## config.mk

```make
export PLATFORM = sky130hd
export DESIGN_NAME = serial_mul_hs
export DESIGN_NICKNAME = d
export VERILOG_FILES = /design/src/rtl/serial_mul_hs.sv
export SDC_FILE = /design/constraint.sdc
export NUM_CORES = 1
export LEC_CHECK = 0
export ABC_AREA = 1
export BUFFER_PORTS_ARGS = -buffer_cell sky130_fd_sc_hd__buf_4
export CAP_MARGIN = 20
export CORE_MARGIN = 8
export CORE_UTILIZATION = 52
export DETAILED_ROUTE_END_ITERATION = 6
export GPL_TIMING_DRIVEN = 1
export PLACE_DENSITY_LB_ADDON = 0.2
export SLEW_MARGIN = 30
export SYNTH_ARGS = -nofsm -noshare
export SYNTH_HDL_FRONTEND = slang
export SYNTH_SLANG_ARGS = --single-unit
```

## constraint.sdc

```tcl
create_clock -name clk -period 2 [get_ports clk]
set_input_delay 0 -clock clk [delete_from_list [all_inputs] [get_ports clk]]
set_output_delay 0 -clock clk [all_outputs]
set_load 0.02 [all_outputs]
```

## src/rtl/serial_mul_hs.sv

```systemverilog
// serial_mul_hs: MSB-first shift-add serial multiplier with a start/busy/done handshake.
// Optional signed mode via `define SERIAL_MUL_SIGNED_EN.
`default_nettype none

module serial_mul_hs #(
    parameter int WIDTH = 8
) (
    input  logic                 clk,
    input  logic                 reset,
    input  logic                 start,
    input  logic [WIDTH-1:0]     a,
    input  logic [WIDTH-1:0]     b,
    output logic                 busy,
    output logic                 done,
    output logic [2*WIDTH-1:0]   p
);

    localparam int CW = $clog2(WIDTH + 1);
    localparam logic [CW-1:0] LAST = CW'(WIDTH - 1);

    localparam logic [1:0] IDLE = 2'd0;
    localparam logic [1:0] RUN  = 2'd1;
    localparam logic [1:0] DONE = 2'd2;

    logic [1:0]           state;
    logic [CW-1:0]        count;
    logic [WIDTH-1:0]     a_reg;
    logic [WIDTH-1:0]     m_reg;
    logic [2*WIDTH-1:0]   acc;

    logic                 accept;
    logic [WIDTH-1:0]     a_in;
    logic [WIDTH-1:0]     b_in;
    logic [2*WIDTH-1:0]   add_term;
    logic [2*WIDTH-1:0]   acc_next;
    logic [2*WIDTH-1:0]   result;

    assign accept   = start && ((state == IDLE) || (state == DONE));
    assign add_term = m_reg[WIDTH-1] ? {{WIDTH{1'b0}}, a_reg} : '0;
    assign acc_next = (acc << 1) + add_term;

`ifdef SERIAL_MUL_SIGNED_EN
    logic sign_reg;

    // Magnitudes are taken in WIDTH bits; the most negative value maps to 2^(WIDTH-1), which fits unsigned.
    assign a_in   = a[WIDTH-1] ? -a : a;
    assign b_in   = b[WIDTH-1] ? -b : b;
    assign result = sign_reg ? -acc_next : acc_next;

    always_ff @(posedge clk or posedge reset) begin
        if (reset) begin
            sign_reg <= 1'b0;
        end else if (accept) begin
            sign_reg <= a[WIDTH-1] ^ b[WIDTH-1];
        end
    end
`else
    assign a_in   = a;
    assign b_in   = b;
    assign result = acc_next;
`endif

    always_ff @(posedge clk or posedge reset) begin
        if (reset) begin
            state <= IDLE;
            count <= '0;
            a_reg <= '0;
            m_reg <= '0;
            acc   <= '0;
            busy  <= 1'b0;
            done  <= 1'b0;
            p     <= '0;
        end else begin
            case (state)
                IDLE, DONE: begin
                    if (accept) begin
                        a_reg <= a_in;
                        m_reg <= b_in;
                        acc   <= '0;
                        count <= '0;
                        busy  <= 1'b1;
                        done  <= 1'b0;
                        state <= RUN;
                    end else begin
                        done  <= 1'b0;
                        state <= IDLE;
                    end
                end
                RUN: begin
                    acc   <= acc_next;
                    m_reg <= m_reg << 1;
                    count <= count + 1'b1;
                    // The WIDTH-th iteration publishes its own sum directly into p.
                    if (count == LAST) begin
                        p     <= result;
                        busy  <= 1'b0;
                        done  <= 1'b1;
                        state <= DONE;
                    end
                end
                default: begin
                    state <= IDLE;
                    busy  <= 1'b0;
                    done  <= 1'b0;
                end
            endcase
        end
    end

endmodule

`default_nettype wire

```

# Word level (Yosys, flattened, before mapping)
# Cells that the tools add are included.
# W data, S select, Z words.
dict set report word_totals {
  ff_bits 55
  in_bits 19
  out_inout_bits 18
}
dict set report classes {
  add_sub_neg 2
  n_eq_ne 5
  muxes 15
  reduce_logical 9
}
# cell n
set op_table {}
lappend op_table {{$pmux W15 S2} 1}
lappend op_table {{$add A16 B8 Y16} 1}
lappend op_table {{$mux W8} 2}
lappend op_table {{$pmux W8 S2} 1}
lappend op_table {{$mux W15} 1}
lappend op_table {{$pmux W4 S2} 1}
lappend op_table {{$reduce_and A2 Y1} 4}
lappend op_table {{$mux W1} 5}
lappend op_table {{$add A4 B1 Y4 const B} 1}
lappend op_table {{$eq A4 B3 Y1 const B} 1}
lappend op_table {{$mux W4} 1}
lappend op_table {{$ne A2 B2 Y1 const B} 2}
lappend op_table {{$pmux W2 S2} 1}
lappend op_table {{$eq A2 B1 Y1 const B} 1}
lappend op_table {{$eq A2 B2 Y1 const B} 1}
lappend op_table {{$logic_not A2 Y1} 1}
lappend op_table {{$mux W2} 1}
lappend op_table {{$pmux W1 S2} 1}
lappend op_table {{$reduce_bool A2 Y1} 1}
lappend op_table {{$reduce_or A2 Y1} 1}
lappend op_table {{$logic_and A1 B1 Y1} 1}
lappend op_table {{$logic_or A1 B1 Y1} 1}

# Depth between registers and ports, before layout
# Gate-level depths: netlist of the first run.
dict set report depth {
  word_depth 5
  ltp_mapped 14
  depth_no_buf 13
}

# Worst setup path after synthesis of the first run
# OpenSTA, ideal clock, no wires.
dict set report synth_path {
  kind {flip-flop to flip-flop}
  startpoint {reg m_reg[7]}
  endpoint {reg acc[7]}
  arrival_ns 1.839
  required_ns 1.883
  setup_slack_ns 0.044
  stages_incl_launch_ff 13
  n_path_buf 1
  path_cell_list {dfrtp_1 -> clkbuf_1 -> nand2_1 -> inv_1 -> ha_1 -> fa_1 -> nand2_1 -> nand2_1 -> nand3_1 -> nand2_1 -> or2_2 -> nand3_1 -> nand2_1}
}
dict set report synth_between {
  elab_chain_len 3
}
# item line
set synth_rtl {}
lappend synth_rtl {{start, declared} 28} ;# logic [WIDTH-1:0] m_reg;
lappend synth_rtl {{start signal, assigned} 78} ;# m_reg <= b_in;
lappend synth_rtl {{start signal, assigned} 91} ;# m_reg <= m_reg << 1;
lappend synth_rtl {{$mux W8} 39} ;# assign add_term = m_reg[WIDTH-1] ? {{WIDTH{1'b0}}, a_reg} : '0;
lappend synth_rtl {{$add A16 B8 Y16} 40} ;# assign acc_next = (acc << 1) + add_term;
lappend synth_rtl {{$pmux W15 S2} 74} ;# case (state)
lappend synth_rtl {{end signal, assigned} 90} ;# acc <= acc_next;
lappend synth_rtl {{end, declared} 29} ;# logic [2*WIDTH-1:0] acc;
# Every way passes these cells.
# A chain may end at the register's enable or synchronous reset.

# Final worst setup path of the first run
dict set report layout_path {
  startpoint {reg m_reg[7]}
  endpoint {reg p[7]}
}
dict set report layout_between {
  elab_chain_len 2
}
# item line
set layout_rtl {}
lappend layout_rtl {{$mux W8} 39}
lappend layout_rtl {{$add A16 B8 Y16} 40}
lappend layout_rtl {{end signal, assigned} 95} ;# p <= result;
lappend layout_rtl {{end, declared} 15} ;# output logic [2*WIDTH-1:0] p
# Every way passes these cells.

==> results of run 1 <==
-- critical path, cell delays in order, from the launching register on --
cell                      delay, ns
sky130_fd_sc_hd__dfrtp_1       0.42
sky130_fd_sc_hd__nand2_1       0.08
sky130_fd_sc_hd__inv_1         0.04
sky130_fd_sc_hd__ha_2          0.18
sky130_fd_sc_hd__fa_2          0.37
sky130_fd_sc_hd__nand2_1       0.07
sky130_fd_sc_hd__nand2_1       0.08
sky130_fd_sc_hd__nand3_2       0.07
sky130_fd_sc_hd__nand2_2       0.06
sky130_fd_sc_hd__or2_2         0.28
sky130_fd_sc_hd__nand3_1       0.07
sky130_fd_sc_hd__nand2_1       0.05
-- final cells by class --
type | count | area [um^2] | share of cell area
clock buffers | 5 | 68.82 | 0.02027
repair buffers | 57 | 483.0 | 0.1422
multi-input cells | 231 | 1227 | 0.3615
inverters | 36 | 137.6 | 0.04053
clock inverters | 3 | 40.04 | 0.01179
well taps | 70 | 87.58 | 0.02579
flip-flops and latches | 54 | 1351 | 0.3979
-- what timing repair did --
item / in CTS / in global routing
endpoints found under the hold margin: 42 / 0
hold buffers: 17 / 0
setup buffers: 0 / 1
setup endpoints to repair: 0 / 26
gates resized for setup: 0 / 14
-- per-layer routing --
| metal | GRT usage | share of wire |
|---|---|---|
| met4 | 0.05376 | 0.013 |
| met3 | 0.04178 | 0.055 |
| met2 | 0.2850 | 0.48 |
| met1 | 0.2146 | 0.45 |
| met5 | 0 | 0 |
-- cells in the final DEF (no fill, tap or decap), types with 2 or more instances in the layout --
cell,instances
sky130_fd_sc_hd__inv_1,32
sky130_fd_sc_hd__mux2_2,7
sky130_fd_sc_hd__inv_2,3
sky130_fd_sc_hd__a21oi_1,3
sky130_fd_sc_hd__o21ai_0,11
sky130_fd_sc_hd__nor2_1,12
sky130_fd_sc_hd__nand3b_1,3
sky130_fd_sc_hd__buf_4,39
sky130_fd_sc_hd__nand2_2,2
sky130_fd_sc_hd__nor3_1,2
sky130_fd_sc_hd__clkbuf_8,5
sky130_fd_sc_hd__clkinv_2,2
sky130_fd_sc_hd__o21ai_1,6
sky130_fd_sc_hd__dfrtp_1,54
sky130_fd_sc_hd__ha_4,2
sky130_fd_sc_hd__xor2_1,2
sky130_fd_sc_hd__nand2_4,2
sky130_fd_sc_hd__or2_1,2
sky130_fd_sc_hd__ha_1,5
sky130_fd_sc_hd__nand2_1,114
sky130_fd_sc_hd__dlygate4sd3_1,17
sky130_fd_sc_hd__nand3_1,42
sky130_fd_sc_hd__nor2_2,3
-- final timing paths --
check	endpoint	slack, ns	cells after the start
max in group asynchronous	m_reg[6]	1.17	4
worst max register to register	p[7]	0.13	11
worst max-delay path	p[7]	0.13	11
worst min-delay path	m_reg[2]	0.005	3
min in group asynchronous	p[12]	0.29	3
worst min register to register	p[14]	0.49	2
-- cell families (layout without fill, tap and decap cells) --
logic type                 after synthesis  count (layout)  share of synthesized area
adders and majority gates                9               9                    0.04364
muxes                                    8               8                    0.03273
xor gates and xnor gates                 3               3                   0.009547
buffers and inverters                   47             101                    0.08454
AOI/OAI and AO/OA                       23              23                    0.04500
and+or+nand+nor                        188             188                     0.2936
DFF                                     54              54                     0.4909
-- power by group through the flow --
stage | Sequential (mW) | Combinational (mW) | Clock (mW)
after floorplan | 2.01 | 1.62 | 0
after global placement | 1.90 | 2.22 | 0
after detailed placement | 1.91 | 2.28 | 0
after CTS | 1.90 | 2.32 | 0.749
after global routing | 1.97 | 2.76 | 0.793
final | 1.91 | 2.42 | 0.734
-- metrics by stage --
step,setup slack (ns),power [mW]
after floorplan,0.04398,3.631
after global placement,0.08849,4.124
after detailed placement,0.03996,4.192
after CTS,0.01509,4.967
after global routing,-0.006769,5.524
final,0.1257,5.058
==> flow_summary.toml, run 1 <==
[run_status]
status = "complete, no violations"

[sta]
clock.fmax_mhz = 533.5
setup_tns_ns = 0
hold_violation_count_in_the_final_report = 0
post-route-period-util = 0.9372
setup_viol = 0
clock-skew-final_ns = 0.006143
worst_hold_slack_ns = 0.005121
pins_over_slew_limit = 0
actual_transition_at_the_worst_max_transition_pin_ns = 0.5754
setup_repair_after_global_routing_missed_its_margin = "true"
final.min_clock_period_ns = 1.874
relSlewSlack = 0.6158

[global_routing]
grt_use_total = 0.1722
gr-total-overflow = 0
grt_max_degree = 29
number_of_antenna_violations_at_the_first_check_in_global_routing = 0
grt_pass1_wl_mm = 10.66
vias_in_the_first_global_route = 2337

[clock_tree]
cts_max_path_buffers = 2
clock_sink_count = 54
cts.clk_slew.worst_paths_ns = 0.10
cts.root.buffer_cell = "sky130_fd_sc_hd__clkbuf_8"
cts_htree_levels = 2
cts_made_buffers = 5
clock_latency_ns = 0.32
tritoncts = "built"

[place]
portBuffers = 36
routabilityCongestion = 0.8584
post-place-cells = 430
detailed_place_hpwl_mm = 4.084
detailed_place.area_um2 = 3050

[routing]
ant_nets = 0
drc_violations_left = 0
initialDrtViolationCount = 95
avgRoutedWirePerCell_um = 13.15
via_per_inst = 5.026
vias = 2292
first_pass_iters = 4
finalWirelength_mm = 5.997

[power_and_ir_drop]
clkPwrFrac = 0.145
vdd_ir_drop_max_mv = 0.7445
p_per_area_nw_per_um2 = 1490
p_int_mw = 2.894
share_seq_of_total_power = 0.377
p_sw_mw = 2.164
p_sw_frac = 0.4278
p_leak_nw = 1.784
comb_power_share = 0.478

[die]
placeableCoreArea_um2 = 5107
floorplan.io_pins = 37
initial_utilization = 0.5390
dieWidth_um = 88.76
die_h_um = 88.76
floorplan.rows = 26
die_area_um2 = 7877

[critical_path]
worst_r2r_startpoint = "m_reg[7]"
cp-startpoint = "m_reg[7]"
crit_type = "reg -> reg"
path_max_fanout = 5
timing.critical_path.required_ns = 2.22
critical_path.endpoint_type = "register"
cp.arrival_ns = 2.09
timing.critical_path.from_type = "register"

[synthesis]
number_of_enable_type_register_cells_in_the_synthesized_netlist = 0
number_of_synthesis_warnings = 0
most_numerous_cell_in_the_yosys_netlist = "sky130_fd_sc_hd__nand2_1"
synth.area.top_cells = "sky130_fd_sc_hd__dfrtp_1 49%, sky130_fd_sc_hd__nand2_1 16%, sky130_fd_sc_hd__nand3_1 7.8%, sky130_fd_sc_hd__inv_1 4.5%, sky130_fd_sc_hd__ha_1 3.6%"
ys_seq_area_frac = 0.4909
post_synth_inst_count = 332
syn-cell-area_um2 = 2753
top_cell_type_s_share_of_synthesized_area = 0.4909
area_leader_netlist = "sky130_fd_sc_hd__dfrtp_1"
avgSynthCellArea_um2 = 8.291
synth.net_count = 360
top_cells_by_instance_count_after_synthesis = "116 x sky130_fd_sc_hd__nand2_1, 54 x sky130_fd_sc_hd__dfrtp_1, 43 x sky130_fd_sc_hd__nand3_1"
number_of_synthesized_register_bits = 54
async_reset_ff_frac = 1.000
synth_ff_type = "sky130_fd_sc_hd__dfrtp_1"
ys_types = 32

[finish]
syn2layout_area_growth_pct = 23.36
drive_gt1_frac = 0.1969
final_nets = 413
stdcell_area_um2 = 3396
regMostFlops = "p"
reg_top3 = "p x16, acc x15"
largest_reg_flops = 16
fillCellCount = 443
antenna_cells = 0
postLayoutCoreUtil = 0.6649
final_cell_count_no_fill = 456

[hold_path]
min-delay-path-class = "in -> reg"
timing.hold.worst.start = "start"

[flow_run]
maxCapViolations = 0
(Power assumes the default switching activity.)
==> run 2: changes to the inputs <==
- CORE_UTILIZATION: 52 -> 32
==> run 2 against run 1 <==
  * Routed wire length is 6.8% higher
  * Power fell by 1.7%
  * Critical path depth unchanged
  * Sequential power hardly changed
  * Clock-buffer cell count up 2
  * Cell count rose by 8.3%
  * Clock power is 20% lower
  * First-iteration DRC count grew 73%
  * Critical endpoint is now acc[7]
  * Critical path type unchanged
==> flow_summary.toml, run 2 (synthesis gave the netlist of run 1 again) <==
[run_status]
status = "complete, no violations"

[power_and_ir_drop]
vdd_ir_drop_max_mv = 0.5622
p_leak_nw = 1.770
p_per_area_nw_per_um2 = 1438
total_design_power_mw = 4.973

[routing]
ant_nets = 0
initialDrtViolationCount = 164
finalWirelength_mm = 6.405
avgRoutedWirePerCell_um = 12.97
vias = 2227
via_per_inst = 4.508
drc_violations_left = 0
first_pass_iters = 4

[finish]
layout.cells.most_common = "sky130_fd_sc_hd__nand2_1"
syn2layout_area_growth_pct = 25.64
layout_common_cells = "110 x sky130_fd_sc_hd__nand2_1, 54 x sky130_fd_sc_hd__dfrtp_1, 40 x sky130_fd_sc_hd__buf_4"
multi_input_area_um2 = 1267
regArea_um2 = 1351
regMostFlops = "p"
reg_top3 = "p x16, acc x15"
postLayoutCoreUtil = 0.4044
drive_gt1_frac = 0.2124
final_nets = 414
largest_reg_flops = 16
antenna_cells = 0
fillCellCount = 873

[sta]
setup_repair_after_global_routing_missed_its_margin = "false"
clock.fmax_mhz = 532.4
final.min_clock_period_ns = 1.878
relSlewSlack = 0.6165
actual_transition_at_the_worst_max_transition_pin_ns = 0.5744
setup_tns_ns = 0
post-route-period-util = 0.9391
pins_over_slew_limit = 0
hold_violation_count_in_the_final_report = 0
clock-skew-final_ns = 0.008431
setup_viol = 0

[critical_path]
cp-startpoint = "m_reg[7]"
critical_path.reg2reg.endpoint = "acc[7]"
worst_r2r_startpoint = "m_reg[7]"
ff2ff_setup_slack_ns = 0.12
critical_path.endpoint_type = "register"
timing.critical_path.required_ns = 2.19
reg2reg_path_depth = 11
cp.arrival_ns = 2.07
path_max_fanout = 4
crit_type = "reg -> reg"
endpoint = "acc[7]"
timing.critical_path.from_type = "register"

[die]
floorplan.rows = 34
die_h_um = 108.7
floorplan.io_pins = 37
placeableCoreArea_um2 = 8551
dieWidth_um = 108.7
die_area_um2 = 11830
initial_utilization = 0.3219

[place]
portBuffers = 36
routabilityCongestion = 0.8273
detailed_place_hpwl_mm = 4.489

[global_routing]
met1_track_demand_over_resource = 0.1505
use_met3 = 0.02719
gr-total-overflow = 0
met2_usage = 0.1896
grt_max_degree = 31
vias_in_the_first_global_route = 2373
grt.busiest_layer = "met2"
grt_pass1_wl_mm = 11.03
grt_use_total = 0.1158
number_of_antenna_violations_at_the_first_check_in_global_routing = 0

[clock_tree]
cts.root.buffer_cell = "sky130_fd_sc_hd__clkbuf_8"
cts_made_buffers = 5
tritoncts = "built"
clock_sink_count = 54
cts.clk_slew.worst_paths_ns = 0.09
cts_htree_levels = 2
clock_latency_ns = 0.30
cts_max_path_buffers = 2

[flow_run]
maxCapViolations = 0

[hold_path]
min-delay-path-class = "in -> reg"
-- run 2: cell types whose count changed in the layout (fill, tap and decap cells not counted), moves of 2 or more --
cell and change:
sky130_fd_sc_hd__nand3_1 -3, sky130_fd_sc_hd__clkbuf_1 +2, sky130_fd_sc_hd__nand3_2 +3, sky130_fd_sc_hd__clkinv_2 -2, sky130_fd_sc_hd__nand2_1 -4, sky130_fd_sc_hd__nand2_2 +4
-- run 2: what timing repair did --
item                       in CTS  in global routing
hold endpoints to repair       40                  0
gates resized for setup         1                 22
buffers inserted                1                  1
pin swaps                       0                  4
setup endpoints to repair       4                 25
hold buffers                   17                  0
-- run 2: per-layer routing --
metal | vias up | part of all wire
li1 | 1155 | -
met1 | 1033 | 0.49
met2 | 34 | 0.46
met3 | 5 | 0.043
met4 | 0 | 0.0098
met5 | - | 0
-- run 2: worst min-delay path by stage --
stage               startpoint       end  slack (ns)  depth (start not counted)
finish                   start  m_reg[1]        0.02                          3
global route             start  m_reg[1]        0.02                          3
CTS                      start  m_reg[1]        0.01                          3
detailed placement       reset     p[11]        0.12                          2
global placement         reset     p[10]        0.11                          2
floorplan                 a[5]  a_reg[5]        0.13                          1
-- run 2: layout make-up --
cell class / instances / area share
Multi-Input combinational cell: 231 / 0.3665
Sequential cell: 54 / 0.3907
Timing Repair Buffer: 58 / 0.1418
Inverter: 36 / 0.03980
Clock buffer: 7 / 0.02207
Tap cell: 108 / 0.03907
-- run 2: worst max-delay path, stage by stage (launching register included) --
cell,delay [ns]
sky130_fd_sc_hd__dfrtp_1,0.43
sky130_fd_sc_hd__nand2_1,0.09
sky130_fd_sc_hd__inv_1,0.05
sky130_fd_sc_hd__ha_2,0.18
sky130_fd_sc_hd__fa_2,0.36
sky130_fd_sc_hd__nand2_1,0.09
sky130_fd_sc_hd__nand2_2,0.07
sky130_fd_sc_hd__nand3_2,0.07
sky130_fd_sc_hd__nand2_2,0.07
sky130_fd_sc_hd__or2_4,0.24
sky130_fd_sc_hd__nand3_1,0.07
sky130_fd_sc_hd__nand2_1,0.05
-- run 2: metrics by stage --
step	hold slack [ns]	worst slack [ns]	area (um^2)	std cells
floorplan	0.1317	0.04398	2753	332
global placement	0.1051	-0.01307	3098	468
detailed placement	0.1159	-0.02721	3098	468
CTS	0.01291	0.01238	3354	493
global route	0.01955	0.006611	3458	494
finish	0.01635	0.1218	3458	494
-- run 2: power breakdown --
part	leakage (nW)	internal [mW]	switching (mW)	total, mW
clock	0.0383	0.243	0.343	0.586
sequential	0.691	1.57	0.335	1.91
combinational	1.04	0.983	1.50	2.48
total	1.77	2.80	2.17	4.97
==> run 3: changes to the inputs <==
- ABC_AREA: 1 -> unset
- CORE_UTILIZATION: 32 -> 50
==> run 3 against run 2 <==
  * The run now ends with negative setup slack left
  * Largest power group unchanged
  * Clock power is 3% higher
  * Design area is 0.33% lower
  * Power grew 4.3%
  * Critical endpoint is now p[13]
  * Synthesized cell count is 25% lower
  * First-iteration DRC count decreased by 37%
  * Clock-buffer cell count decreased by 1
==> flow_summary.toml, run 3 <==
[finish]
largest_reg_flops = 16
fillCellCount = 371
reg_top3 = "p x16, acc x15"
regMostFlops = "p"
syn2layout_area_growth_pct = 37.27
antenna_cells = 0
layout.cells.most_common = "sky130_fd_sc_hd__nand2_1"
final_nets = 353
layout_common_cells = "77 x sky130_fd_sc_hd__nand2_1, 55 x sky130_fd_sc_hd__buf_4, 54 x sky130_fd_sc_hd__dfrtp_1"
drive_gt1_frac = 0.3006
stdcell_area_um2 = 3447

[place]
detailed_place.area_um2 = 2979
routabilityCongestion = 0.8396
portBuffers = 36
detailed_place_hpwl_mm = 3.747

[hold_path]
min-delay-path-class = "in -> async"

[power_and_ir_drop]
vdd_ir_drop_max_mv = 0.8092
share_seq_of_total_power = 0.375
p_int_mw = 3.089
comb_power_share = 0.509
p_sw_frac = 0.4044
p_leak_nw = 1.730
clkPwrFrac = 0.116
p_sw_mw = 2.097
p_per_area_nw_per_um2 = 1505

[critical_path]
critical_path.max_stage_delay_ns = 0.40
worstPathCellList = "and2_4, ha_4, fa_2, a211o_1, a21oi_4, nor3_2, xor2_1, mux2_4"
path_max_fanout = 4
timing.critical_path.required_ns = 2.20
timing.critical_path.from_type = "register"
critical_path.endpoint_type = "register"
cp_top_family = "compound AO/OA/AOI/OAI gates"
critical_path.n_buffers_inverters = 0
worst_r2r_startpoint = "m_reg[7]"
cp_slowest_cell = "sky130_fd_sc_hd__dfrtp_1"
crit_type = "reg -> reg"
cp.arrival_ns = 2.46
cp-startpoint = "m_reg[7]"

[global_routing]
grt_pass1_wl_mm = 10.37
vias_in_the_first_global_route = 2121
number_of_antenna_violations_at_the_first_check_in_global_routing = 0
grt_use_total = 0.1728
gr-total-overflow = 0
grt_max_degree = 55

[clock_tree]
cts.root.buffer_cell = "sky130_fd_sc_hd__clkbuf_8"
cts.clk_slew.worst_paths_ns = 0.10
clock_latency_ns = 0.31
clock_sink_count = 54
cts_made_buffers = 5
tritoncts = "built"
cts_htree_levels = 2
cts_max_path_buffers = 2

[sta]
setup_repair_after_global_routing_missed_its_margin = "true"
pins_over_slew_limit = 0
hold_violation_count_in_the_final_report = 0
setup_tns_ns = -2.360
clock.fmax_mhz = 442.7
actual_transition_at_the_worst_max_transition_pin_ns = 0.6772
clock-skew-final_ns = 0.009889
final_critical_path_setup_slack_ns = -0.2591
final.min_clock_period_ns = 2.259
post-route-period-util = 1.130
worst_hold_slack_ns = 0.4117
relSlewSlack = 0.5485
setup_viol = 14

[synthesis]
synth.net_count = 278
synth.area.top_cells = "sky130_fd_sc_hd__dfrtp_1 54%, sky130_fd_sc_hd__nand2_1 12%, sky130_fd_sc_hd__ha_1 4.0%, sky130_fd_sc_hd__o21ai_0 4.0%, sky130_fd_sc_hd__a22o_1 2.8%"
top_cells_by_instance_count_after_synthesis = "78 x sky130_fd_sc_hd__nand2_1, 54 x sky130_fd_sc_hd__dfrtp_1, 20 x sky130_fd_sc_hd__o21ai_0"
top_cell_type_s_share_of_synthesized_area = 0.5381
syn-cell-area_um2 = 2511
async_reset_ff_frac = 1.000
area_leader_netlist = "sky130_fd_sc_hd__dfrtp_1"
post_synth_inst_count = 250
ys_seq_area_frac = 0.5381
ys_types = 42
number_of_synthesis_warnings = 0
number_of_enable_type_register_cells_in_the_synthesized_netlist = 0
avgSynthCellArea_um2 = 10.04
most_numerous_cell_in_the_yosys_netlist = "sky130_fd_sc_hd__nand2_1"
number_of_synthesized_register_bits = 54
synth_ff_type = "sky130_fd_sc_hd__dfrtp_1"

[flow_run]
maxCapViolations = 0

[run_status]
status = "finished, violations left"
violations_in_the_final_reports = "negative setup slack"

[die]
initial_utilization = 0.5247
dieWidth_um = 86.87
floorplan.rows = 25
die_area_um2 = 7546
floorplan.io_pins = 37
placeableCoreArea_um2 = 4786
die_h_um = 86.87

[routing]
avgRoutedWirePerCell_um = 15.28
via_per_inst = 5.282
initialDrtViolationCount = 103
finalWirelength_mm = 6.007
vias = 2076
first_pass_iters = 4
ant_nets = 0
drc_violations_left = 0
==> run 3: cell types whose count changed after synthesis, sizes merged, moves of 3 or more <==
cell / before / now
nand2: 118 / 78
mux2: 8 / 2
clkbuf: 1 / 5
or2: 4 / 1
xor2: 2 / 8
a22o: 1 / 10
a22oi: 0 / 7
xnor2: 1 / 5
and2: 1 / 7
buf: 10 / 4
nor2: 16 / 5
o21ai: 17 / 21
nand3: 43 / 2
inv: 36 / 2
==> run 3: cell type report <==
class / instances / area [um^2] / share of cell area
flip-flops and latches: 54 / 1351 / 0.3920
multi-input cells: 185 / 1280 / 0.3713
repair buffers: 77 / 638.1 / 0.1851
well taps: 67 / 83.83 / 0.02432
clock buffers: 6 / 72.57 / 0.02105
clock inverters: 2 / 13.76 / 0.003993
inverters: 2 / 7.507 / 0.002178
==> run 3: metrics by stage <==
step | setup WS [ns] | total power, mW | utilization | cells
after detailed placement | -0.2168 | 4.196 | 0.6225 | 363
after CTS | -0.2322 | 4.960 | 0.6952 | 393
after global placement | -0.1810 | 4.109 | 0.6214 | 363
final | -0.2591 | 5.186 | 0.7203 | 393
after floorplan | -0.2019 | 3.328 | - | 250
after global routing | -0.3216 | 5.597 | 0.7203 | 393
==> run 3: cell families (layout without fill, tap and decap cells) <==
logic type	Yosys count	count (layout)	synth area share
mux	3	3	0.01295
buf+inv	11	87	0.01843
flops	54	54	0.5381
xor+xnor	13	13	0.04534
compound gates	53	53	0.1465
simple gates	107	107	0.1908
fa+ha+maj	9	9	0.04783
==> run 3: worst min-delay path: stages <==
cell,delay [ns]
sky130_fd_sc_hd__dlygate4sd3_1,0.53
sky130_fd_sc_hd__buf_4,0.13
sky130_fd_sc_hd__inv_2,0.03
sky130_fd_sc_hd__buf_4,0.53
==> run 3: timing repair <==
| item | in CTS | in global routing |
|---|---|---|
| buffers inserted | 4 | 1 |
| gates cloned | 0 | 0 |
| resized for setup | 16 | 28 |
| endpoints found under the setup margin | 19 | 20 |
| endpoints found under the hold margin | 71 | 0 |
| pin swaps | 11 | 21 |
| hold buffers | 18 | 0 |
==> run 3: routing by layer <==
layer | vias up | wire (um) | part of all wire | global-route usage
met2 | 47 | 2896 | 0.48 | 0.2658
li1 | 1006 | - | - | -
met5 | - | 0 | 0 | 0
met4 | 0 | 81 | 0.013 | 0.06103
met1 | 1014 | 2698 | 0.45 | 0.2241
met3 | 9 | 331 | 0.055 | 0.05189
==> run 3: power groups by stage <==
stage | Combinational [mW] | Sequential (mW) | Clock, mW
detailed placement | 2.27 | 1.93 | 0
finish | 2.64 | 1.95 | 0.601
CTS | 2.42 | 1.92 | 0.619
global placement | 2.20 | 1.91 | 0
global route | 2.93 | 2.01 | 0.655
floorplan | 1.29 | 2.04 | 0
==> run 3: worst paths after layout <==
check / to / slack (ns) / depth (start not counted)
max: p[13] / -0.26 / 8
min: m_reg[4] / 0.41 / 4
max reg2reg: p[13] / -0.26 / 8
min reg2reg: count[3] / 0.47 / 1
max in group asynchronous: p[1] / 1.12 / 4
min in group clk: a_reg[2] / 0.42 / 4
